### src/rtl/tdm_demux1_to_4_pkg.sv
// rtl/tdm_demux1_to_4_pkg.sv - shared state/slot types for the TDM 1-to-4 demultiplexer
package tdm_demux1_to_4_pkg;

    typedef enum logic {
        ST_HUNT   = 1'b0,
        ST_LOCKED = 1'b1
    } state_t;

    typedef enum logic [1:0] {
        SLOT0 = 2'd0,
        SLOT1 = 2'd1,
        SLOT2 = 2'd2,
        SLOT3 = 2'd3
    } slot_t;

    function automatic logic [3:0] slot_onehot(input slot_t slot);
        return 4'b0001 << slot;
    endfunction

endpackage

### src/rtl/tdm_demux1_to_4_if.sv
// rtl/tdm_demux1_to_4_if.sv - TDM input stream, mode/select controls and channel outputs
interface tdm_demux1_to_4_if #(
    parameter int WIDTH  = 3,
    parameter int FCNT_W = 8
);
    logic [WIDTH-1:0]  in_data;
    logic              in_valid;
    logic              in_sync;
    logic              auto_mode;
    logic              s1;
    logic              s0;
    logic [WIDTH-1:0]  out0;
    logic [WIDTH-1:0]  out1;
    logic [WIDTH-1:0]  out2;
    logic [WIDTH-1:0]  out3;
    logic [3:0]        out_valid;
    logic              frame_done;
    logic              sync_err;
    logic [FCNT_W-1:0] frame_cnt;

    modport master (
        output in_data, in_valid, in_sync, auto_mode, s1, s0,
        input  out0, out1, out2, out3, out_valid, frame_done, sync_err, frame_cnt
    );

    modport slave (
        input  in_data, in_valid, in_sync, auto_mode, s1, s0,
        output out0, out1, out2, out3, out_valid, frame_done, sync_err, frame_cnt
    );
endinterface

### src/rtl/tdm_demux1_to_4_slot_ctrl.sv
// rtl/tdm_demux1_to_4_slot_ctrl.sv - AUTO-mode framing FSM, slot counter and frame counter
module tdm_demux1_to_4_slot_ctrl
    import tdm_demux1_to_4_pkg::*;
#(
    parameter int FCNT_W = 8
) (
    input  logic              clock,
    input  logic              reset_n,
    input  logic              auto_mode,
    input  logic              in_valid,
    input  logic              in_sync,
    output logic [3:0]        we,
    output logic              frame_done,
    output logic              sync_err,
    output logic [FCNT_W-1:0] frame_cnt
);

    state_t            state, state_n;
    slot_t             slot, slot_n;
    logic              frame_done_n;
    logic              sync_err_n;
    logic [FCNT_W-1:0] frame_cnt_n;

    always_ff @(posedge clock or negedge reset_n) begin
        if (!reset_n) begin
            state      <= ST_HUNT;
            slot       <= SLOT0;
            frame_done <= 1'b0;
            sync_err   <= 1'b0;
            frame_cnt  <= '0;
        end else begin
            state      <= state_n;
            slot       <= slot_n;
            frame_done <= frame_done_n;
            sync_err   <= sync_err_n;
            frame_cnt  <= frame_cnt_n;
        end
    end

    // MANUAL parks the FSM in HUNT, so entering AUTO always starts by hunting for sync
    always_comb begin
        state_n      = state;
        slot_n       = slot;
        we           = 4'b0000;
        frame_done_n = 1'b0;
        sync_err_n   = 1'b0;
        frame_cnt_n  = frame_cnt;
        if (!auto_mode) begin
            state_n = ST_HUNT;
            slot_n  = SLOT0;
        end else if (in_valid) begin
            case (state)
                ST_HUNT: begin
                    if (in_sync) begin
                        we      = slot_onehot(SLOT0);
                        slot_n  = SLOT1;
                        state_n = ST_LOCKED;
                    end
                end
                ST_LOCKED: begin
                    if (in_sync) begin
                        we         = slot_onehot(SLOT0);
                        slot_n     = SLOT1;
                        sync_err_n = (slot != SLOT0);
                    end else if (slot == SLOT0) begin
                        sync_err_n = 1'b1;
                        state_n    = ST_HUNT;
                        slot_n     = SLOT0;
                    end else begin
                        we     = slot_onehot(slot);
                        slot_n = slot_t'(slot + 2'd1);
                        if (slot == SLOT3) begin
                            frame_done_n = 1'b1;
                            if (frame_cnt != {FCNT_W{1'b1}})
                                frame_cnt_n = frame_cnt + FCNT_W'(1);
                        end
                    end
                end
                default: begin
                    state_n = ST_HUNT;
                    slot_n  = SLOT0;
                end
            endcase
        end
    end

endmodule

### src/rtl/tdm_demux1_to_4.sv
// rtl/tdm_demux1_to_4.sv - registered 1-to-4 TDM demultiplexer with AUTO (sync-locked) and MANUAL steering
module tdm_demux1_to_4
    import tdm_demux1_to_4_pkg::*;
#(
    parameter int WIDTH  = 3,
    parameter int FCNT_W = 8
) (
    input  logic               clock,
    input  logic               reset_n,
    tdm_demux1_to_4_if.slave   bus
);

    logic [3:0] ctrl_we;
    logic [3:0] we;

    tdm_demux1_to_4_slot_ctrl #(
        .FCNT_W (FCNT_W)
    ) u_slot_ctrl (
        .clock      (clock),
        .reset_n    (reset_n),
        .auto_mode  (bus.auto_mode),
        .in_valid   (bus.in_valid),
        .in_sync    (bus.in_sync),
        .we         (ctrl_we),
        .frame_done (bus.frame_done),
        .sync_err   (bus.sync_err),
        .frame_cnt  (bus.frame_cnt)
    );

    always_comb begin
        we = 4'b0000;
        if (bus.auto_mode)
            we = ctrl_we;
        else if (bus.in_valid)
            we = slot_onehot(slot_t'({bus.s1, bus.s0}));
    end

    always_ff @(posedge clock or negedge reset_n) begin
        if (!reset_n) begin
            bus.out0      <= '0;
            bus.out1      <= '0;
            bus.out2      <= '0;
            bus.out3      <= '0;
            bus.out_valid <= 4'b0000;
        end else begin
            bus.out_valid <= we;
            if (we[0]) bus.out0 <= bus.in_data;
            if (we[1]) bus.out1 <= bus.in_data;
            if (we[2]) bus.out2 <= bus.in_data;
            if (we[3]) bus.out3 <= bus.in_data;
        end
    end

endmodule
### src/flat_wrapper.sv
// flat-port wrapper written by rule: the top's interface ports become plain ports
module tdm_demux1_to_4_flat import tdm_demux1_to_4_pkg::*;
#(
    parameter int WIDTH  = 3,
    parameter int FCNT_W = 8
)
  (clock, reset_n, bus_in_data, bus_in_valid, bus_in_sync, bus_auto_mode, bus_s1, bus_s0, bus_out0, bus_out1, bus_out2, bus_out3, bus_out_valid, bus_frame_done, bus_sync_err, bus_frame_cnt);
  tdm_demux1_to_4_if #(.WIDTH(WIDTH), .FCNT_W(FCNT_W)) bus_i ();
  input  logic clock;
  input  logic reset_n;
  input wire logic [$bits(bus_i.in_data)-1:0] bus_in_data;
  input wire logic [$bits(bus_i.in_valid)-1:0] bus_in_valid;
  input wire logic [$bits(bus_i.in_sync)-1:0] bus_in_sync;
  input wire logic [$bits(bus_i.auto_mode)-1:0] bus_auto_mode;
  input wire logic [$bits(bus_i.s1)-1:0] bus_s1;
  input wire logic [$bits(bus_i.s0)-1:0] bus_s0;
  output wire logic [$bits(bus_i.out0)-1:0] bus_out0;
  output wire logic [$bits(bus_i.out1)-1:0] bus_out1;
  output wire logic [$bits(bus_i.out2)-1:0] bus_out2;
  output wire logic [$bits(bus_i.out3)-1:0] bus_out3;
  output wire logic [$bits(bus_i.out_valid)-1:0] bus_out_valid;
  output wire logic [$bits(bus_i.frame_done)-1:0] bus_frame_done;
  output wire logic [$bits(bus_i.sync_err)-1:0] bus_sync_err;
  output wire logic [$bits(bus_i.frame_cnt)-1:0] bus_frame_cnt;
  assign bus_i.in_data = bus_in_data;
  assign bus_i.in_valid = bus_in_valid;
  assign bus_i.in_sync = bus_in_sync;
  assign bus_i.auto_mode = bus_auto_mode;
  assign bus_i.s1 = bus_s1;
  assign bus_i.s0 = bus_s0;
  assign bus_out0 = bus_i.out0;
  assign bus_out1 = bus_i.out1;
  assign bus_out2 = bus_i.out2;
  assign bus_out3 = bus_i.out3;
  assign bus_out_valid = bus_i.out_valid;
  assign bus_frame_done = bus_i.frame_done;
  assign bus_sync_err = bus_i.sync_err;
  assign bus_frame_cnt = bus_i.frame_cnt;
  tdm_demux1_to_4 #(.WIDTH(WIDTH), .FCNT_W(FCNT_W)) u_core (.clock(clock), .reset_n(reset_n), .bus(bus_i));
endmodule
### config.mk
export PLATFORM = sky130hd
export DESIGN_NAME = tdm_demux1_to_4_flat
export DESIGN_NICKNAME = d
export VERILOG_FILES = /design/src/rtl/tdm_demux1_to_4_pkg.sv /design/src/rtl/tdm_demux1_to_4_if.sv /design/src/rtl/tdm_demux1_to_4_slot_ctrl.sv /design/src/rtl/tdm_demux1_to_4.sv /design/src/flat_wrapper.sv
export SDC_FILE = /design/constraint.sdc
export NUM_CORES = 1
export LEC_CHECK = 0
export CAP_MARGIN = 10
export CELL_PAD_IN_SITES_DETAIL_PLACEMENT = 1
export CELL_PAD_IN_SITES_GLOBAL_PLACEMENT = 1
export CORE_MARGIN = 2
export CORE_UTILIZATION = 33
export CTS_CLUSTER_DIAMETER = 100
export CTS_CLUSTER_SIZE = 25
export DETAILED_ROUTE_END_ITERATION = 8
export GPL_ROUTABILITY_DRIVEN = 1
export PLACE_DENSITY_LB_ADDON = 0.1
export SLEW_MARGIN = 15
export SYNTH_ARGS = -nofsm -noshare
export SYNTH_HDL_FRONTEND = slang
export SYNTH_HIERARCHICAL = 1
export SYNTH_SLANG_ARGS = --single-unit
### constraint.sdc
create_clock -name clock -period 1.6 [get_ports clock]
set_input_delay 0.32 -clock clock [delete_from_list [all_inputs] [get_ports clock]]
set_output_delay 0.32 -clock clock [all_outputs]
set_load 0.005 [all_outputs]
==> results <==
- The hold violation count in the final report is 0.
- The H-tree generated during clock tree synthesis spans 2 levels.
- The post-synthesis instance area is 1310 um^2.
- Once detailed placement completed, the half-perimeter wirelength came to 2380 um.
- The detail route stage leaves a number of antenna-violating nets equal to 0.
- The cell with the most instances on the worst path is sky130_fd_sc_hd__ha_2.
- The multi-input gate area in the final layout is 671 um^2.
- After synthesis, the netlist uses 29 different library cells.
- Synthesis handed over a netlist of 103 instances.
- The path class of the tightest hold or removal check is primary input to asynchronous set/reset pin.
- For this design, the CTS-stage hold fixing added 0 buffers.
- The part of the Yosys area used for sequential elements is 0.553.
- The final period utilization is 1.00.
- Clock latency on the worst-skew pair, taken at its later pin, is 290 ps.
- After detailed routing, the total wire length is 3660 um.
- The internal reg-to-reg setup slack is -0.01 ps.
- The endpoint identified for the worst register-to-register timing path is u_core/u_slot_ctrl/frame_cnt[1].
- The worst pin sits at a relative slew slack of 0.697.
- The via count normalized by instance count is 4.85.
- From synthesis to final layout, the design area changed by 67.6%.
- The routed design could run at a clock period as short as 1600 ps.
- 0 antenna diodes ended up in the layout.
- Setup violations remaining at the end of the flow were counted as 1.
- The element type at the critical path end is a flip-flop.
- The number of detailed-route iterations in the first pass is 4.
- The final route contains 1087 vias.
- Together, buffers and inverters on the worst path number 2.
- In the global route stage, overall resource usage came out at 0.190.
- Clock tree synthesis found a total of 29 sinks.
- The required time of the critical path is 1780 ps.
- Each instance of the synthesized netlist takes up on average 12.7 um^2.
- The cell leakage power is 1.06 nW.
- The number of cells traversed by the worst register-to-register path is 6.
- The worst-case hold slack is 417 ps.
- Measured along the x axis, the die boundary spans 67.0 um.
- The congestion estimate from routability-driven global placement came to 0.821.
- The worst-case setup margin in the final layout is -0.00999 ps.
- The tool flagged a number of max-cap violations equal to 0.
- For this run, the slowest stage of the critical path takes 440 ps.
- For the worst setup path, the data arrival time is 1780 ps.
- The TritonCTS clock tree is done.
- For this run, design rule violations remaining after detail routing come to 0.
- The post-detailed-placement cell area is 1880 um^2.
- The library cell used most frequently in the layout, excluding fill and tap cells, is sky130_fd_sc_hd__clkdlybuf4s50_1.
- The number of placement rows is 22.
- The number of ports placed on the die boundary is 36.
- Static timing analysis puts the maximum clock frequency at 625 MHz.
- The cell type of the slowest stage on the worst timing path is sky130_fd_sc_hd__dfrtp_2.
- The number of cells in the design after placement is 204.
- The area enclosed by the die boundary is 4490 um^2.
- The number of buffers between clock root and the deepest sink is 2.
- Buffers inserted during clock tree synthesis total 5.
- Clock tree synthesis selected as its root buffer the cell sky130_fd_sc_hd__clkbuf_8.
- Entering global routing, the biggest net connects 30 pins.
- Walking the worst path, the cells encountered are inv_4 > ha_2 > inv_1 > ha_2 > o2111a_2 > mux2_4.
- In the layout the commonest cells are sky130_fd_sc_hd__clkdlybuf4s50_1, sky130_fd_sc_hd__buf_4, sky130_fd_sc_hd__dfrtp_1.
- The family with the most delay on the worst path is flip-flops.
- The first global-routing pass estimated 5980 um of wire.
- The synthesized net count is 121.
- The power per cell area is 865 nW/um^2.
- The worst-case IR drop observed on VDD is 722 uV.
- The initial utilization of the core area, before any placement, comes to 0.350.
- For this run, the number of Yosys warnings is 6.
- The number of filler cells placed in the layout is 411.
- The count of pins over their slew limit is 0.
- The starting DRC count in detailed routing is 17.
- Leaving out filler cells and counting taps, the final layout contains 224.
- The kind of critical path is flip-flop to flip-flop.
- In this run the worst path has a maximum fanout of 5.
- For this run the aggregate overflow at the end of global routing stands at 0.
- Clock-pin slew was measured on the worst setup and hold paths at 70 ps.
- The via count of the first global-routing pass is 1207.
- Setup repair after global routing could not meet its margin everywhere.
- The post-layout net count is 194.
- The checks that failed: setup timing.
- The worst setup path is launched from a flip-flop.
- The count of buffers inserted at the top-level ports is 35.
- The number of antenna violations at the first check in global routing came to 0.
- The sequential cells in the finished layout cover a total of 731 um^2.
- For the final database, setup skew stands at 10.5 ps.
- In this run the critical register-to-register path is launched from u_core/u_slot_ctrl/slot[1].
- The number of synthesized register bits is 29.
- After detailed routing, the average wire length per cell comes to 16.3 um.
- Summing all non-filler instances in the final layout gives an area of 2200 um^2.
- In the final layout, the share of cells above drive strength 1 is 0.443.
- After floorplanning, the core was sized to cover 3740 um^2.
- In this run the vertical extent of the chip is 67.0 um.
- The run finished, with violations left.
- For the pin with the worst max-slew slack, the measured transition is 453 ps.
-- cell families (layout without fill, tap and decap cells) --
kind of cell / after synthesis / after routing / share of synthesized area
flip-flops: 29 / 29 / 0.553
AND/OR/NAND/NOR: 23 / 23 / 0.107
AO/OA/AOI/OAI: 13 / 13 / 0.0735
multiplexers: 13 / 13 / 0.112
buffers and inverters: 10 / 83 / 0.0315
adder cells (fa/ha/maj): 8 / 8 / 0.0763
XOR/XNOR: 7 / 7 / 0.0468
-- timing repair --
action | in CTS | in global routing
setup buffers | 9 | 4
resized for setup | 29 | 10
pin swaps | 9 | 9
gates cloned | 0 | 0
endpoints found under the setup margin | 15 | 20
-- stage by stage --
stage | total power, mW | util | setup TNS [ps] | worst slack (ps)
CTS | 1.92 | 0.571 | -73.7 | -16.3
global placement | 1.21 | 0.503 | -4880 | -372
floorplan | 0.961 | - | 0 | 22.9
finish | 1.90 | 0.587 | -0.00999 | -0.00999
detailed placement | 1.22 | 0.503 | -5470 | -398
global route | 2.00 | 0.587 | -637 | -80.0
-- state kept, by name (all words and copies together), names as in the netlist --
| register | flops |
|---|---|
| u_core/u_slot_ctrl/frame_cnt | 8 |
| u_core/bus.out_valid | 4 |
| u_core/bus.out0 | 3 |
| u_core/bus.out1 | 3 |
| u_core/bus.out2 | 3 |
| u_core/bus.out3 | 3 |
| u_core/u_slot_ctrl/slot | 2 |
| u_core/u_slot_ctrl/frame_done | 1 |
| u_core/u_slot_ctrl/state | 1 |
| u_core/u_slot_ctrl/sync_err | 1 |
-- how the worst max path moves through the flow --
stage / startpoint / endpoint / depth (start not counted)
2_1_floorplan: u_core/u_slot_ctrl/state / u_core/bus.out3[0] / 5
3_3_place_gp: bus_auto_mode / u_core/bus.out2[1] / 5
3_5_place_dp: bus_auto_mode / u_core/bus.out2[0] / 5
4_1_cts: u_core/u_slot_ctrl/slot[0] / u_core/bus.out3[0] / 5
5_1_grt: u_core/u_slot_ctrl/slot[1] / u_core/u_slot_ctrl/frame_cnt[3] / 7
6_report: u_core/u_slot_ctrl/slot[1] / u_core/u_slot_ctrl/frame_cnt[1] / 6
-- final cells by class --
type                    instances  share of cell area
clock buffers                   6              0.0376
clock inverters                 1             0.00342
inverters                       9              0.0165
multi-input cells              64               0.305
flip-flops and latches         29               0.333
well taps                      48              0.0273
repair buffers                 67               0.277
-- per-layer routing --
metal | vias to the layer above | routed length (um) | GRT usage
met5 | - | 0 | 0
met2 | 26 | 1900 | 0.314
met1 | 546 | 1500 | 0.216
met4 | 0 | 70 | 0.0842
li1 | 510 | - | -
met3 | 5 | 192 | 0.0743
-- where the power goes --
group	total, mW	internal [mW]	switching (mW)	leakage (nW)
logic	0.421	0.284	0.136	0.649
clock network	0.624	0.339	0.285	0.0433
registers	0.856	0.810	0.0453	0.372
total	1.90	1.43	0.466	1.06
-- cells in the mapped netlist --
cell | n | area (um^2)
sky130_fd_sc_hd__and3_2 | 4 | 30.0
sky130_fd_sc_hd__o21ai_0 | 2 | 10.0
sky130_fd_sc_hd__and2_2 | 1 | 7.51
sky130_fd_sc_hd__and2_1 | 1 | 6.26
sky130_fd_sc_hd__a22oi_1 | 2 | 15.0
sky130_fd_sc_hd__mux2_1 | 1 | 11.3
sky130_fd_sc_hd__dfrtp_1 | 29 | 726
sky130_fd_sc_hd__nor2_1 | 2 | 7.51
sky130_fd_sc_hd__a21oi_1 | 2 | 10.0
sky130_fd_sc_hd__nand3_1 | 2 | 10.0
sky130_fd_sc_hd__nor2b_1 | 1 | 6.26
sky130_fd_sc_hd__o211ai_1 | 1 | 7.51
sky130_fd_sc_hd__o2bb2ai_1 | 1 | 8.76
sky130_fd_sc_hd__mux2_2 | 12 | 135
sky130_fd_sc_hd__xnor2_1 | 3 | 26.3
sky130_fd_sc_hd__o22ai_1 | 1 | 6.26
sky130_fd_sc_hd__and3_1 | 1 | 6.26
sky130_fd_sc_hd__and3_4 | 1 | 11.3
sky130_fd_sc_hd__nor3_1 | 2 | 10.0
sky130_fd_sc_hd__inv_1 | 9 | 33.8
sky130_fd_sc_hd__ha_1 | 8 | 100
sky130_fd_sc_hd__nand2_1 | 3 | 11.3
sky130_fd_sc_hd__a311oi_1 | 1 | 8.76
sky130_fd_sc_hd__nand4_1 | 4 | 25.0
sky130_fd_sc_hd__o2111a_2 | 1 | 12.5
sky130_fd_sc_hd__buf_4 | 1 | 7.51
sky130_fd_sc_hd__xor2_1 | 4 | 35.0
sky130_fd_sc_hd__a32oi_1 | 2 | 17.5
sky130_fd_sc_hd__and2b_2 | 1 | 8.76
Power figures use the tool's default switching activity.
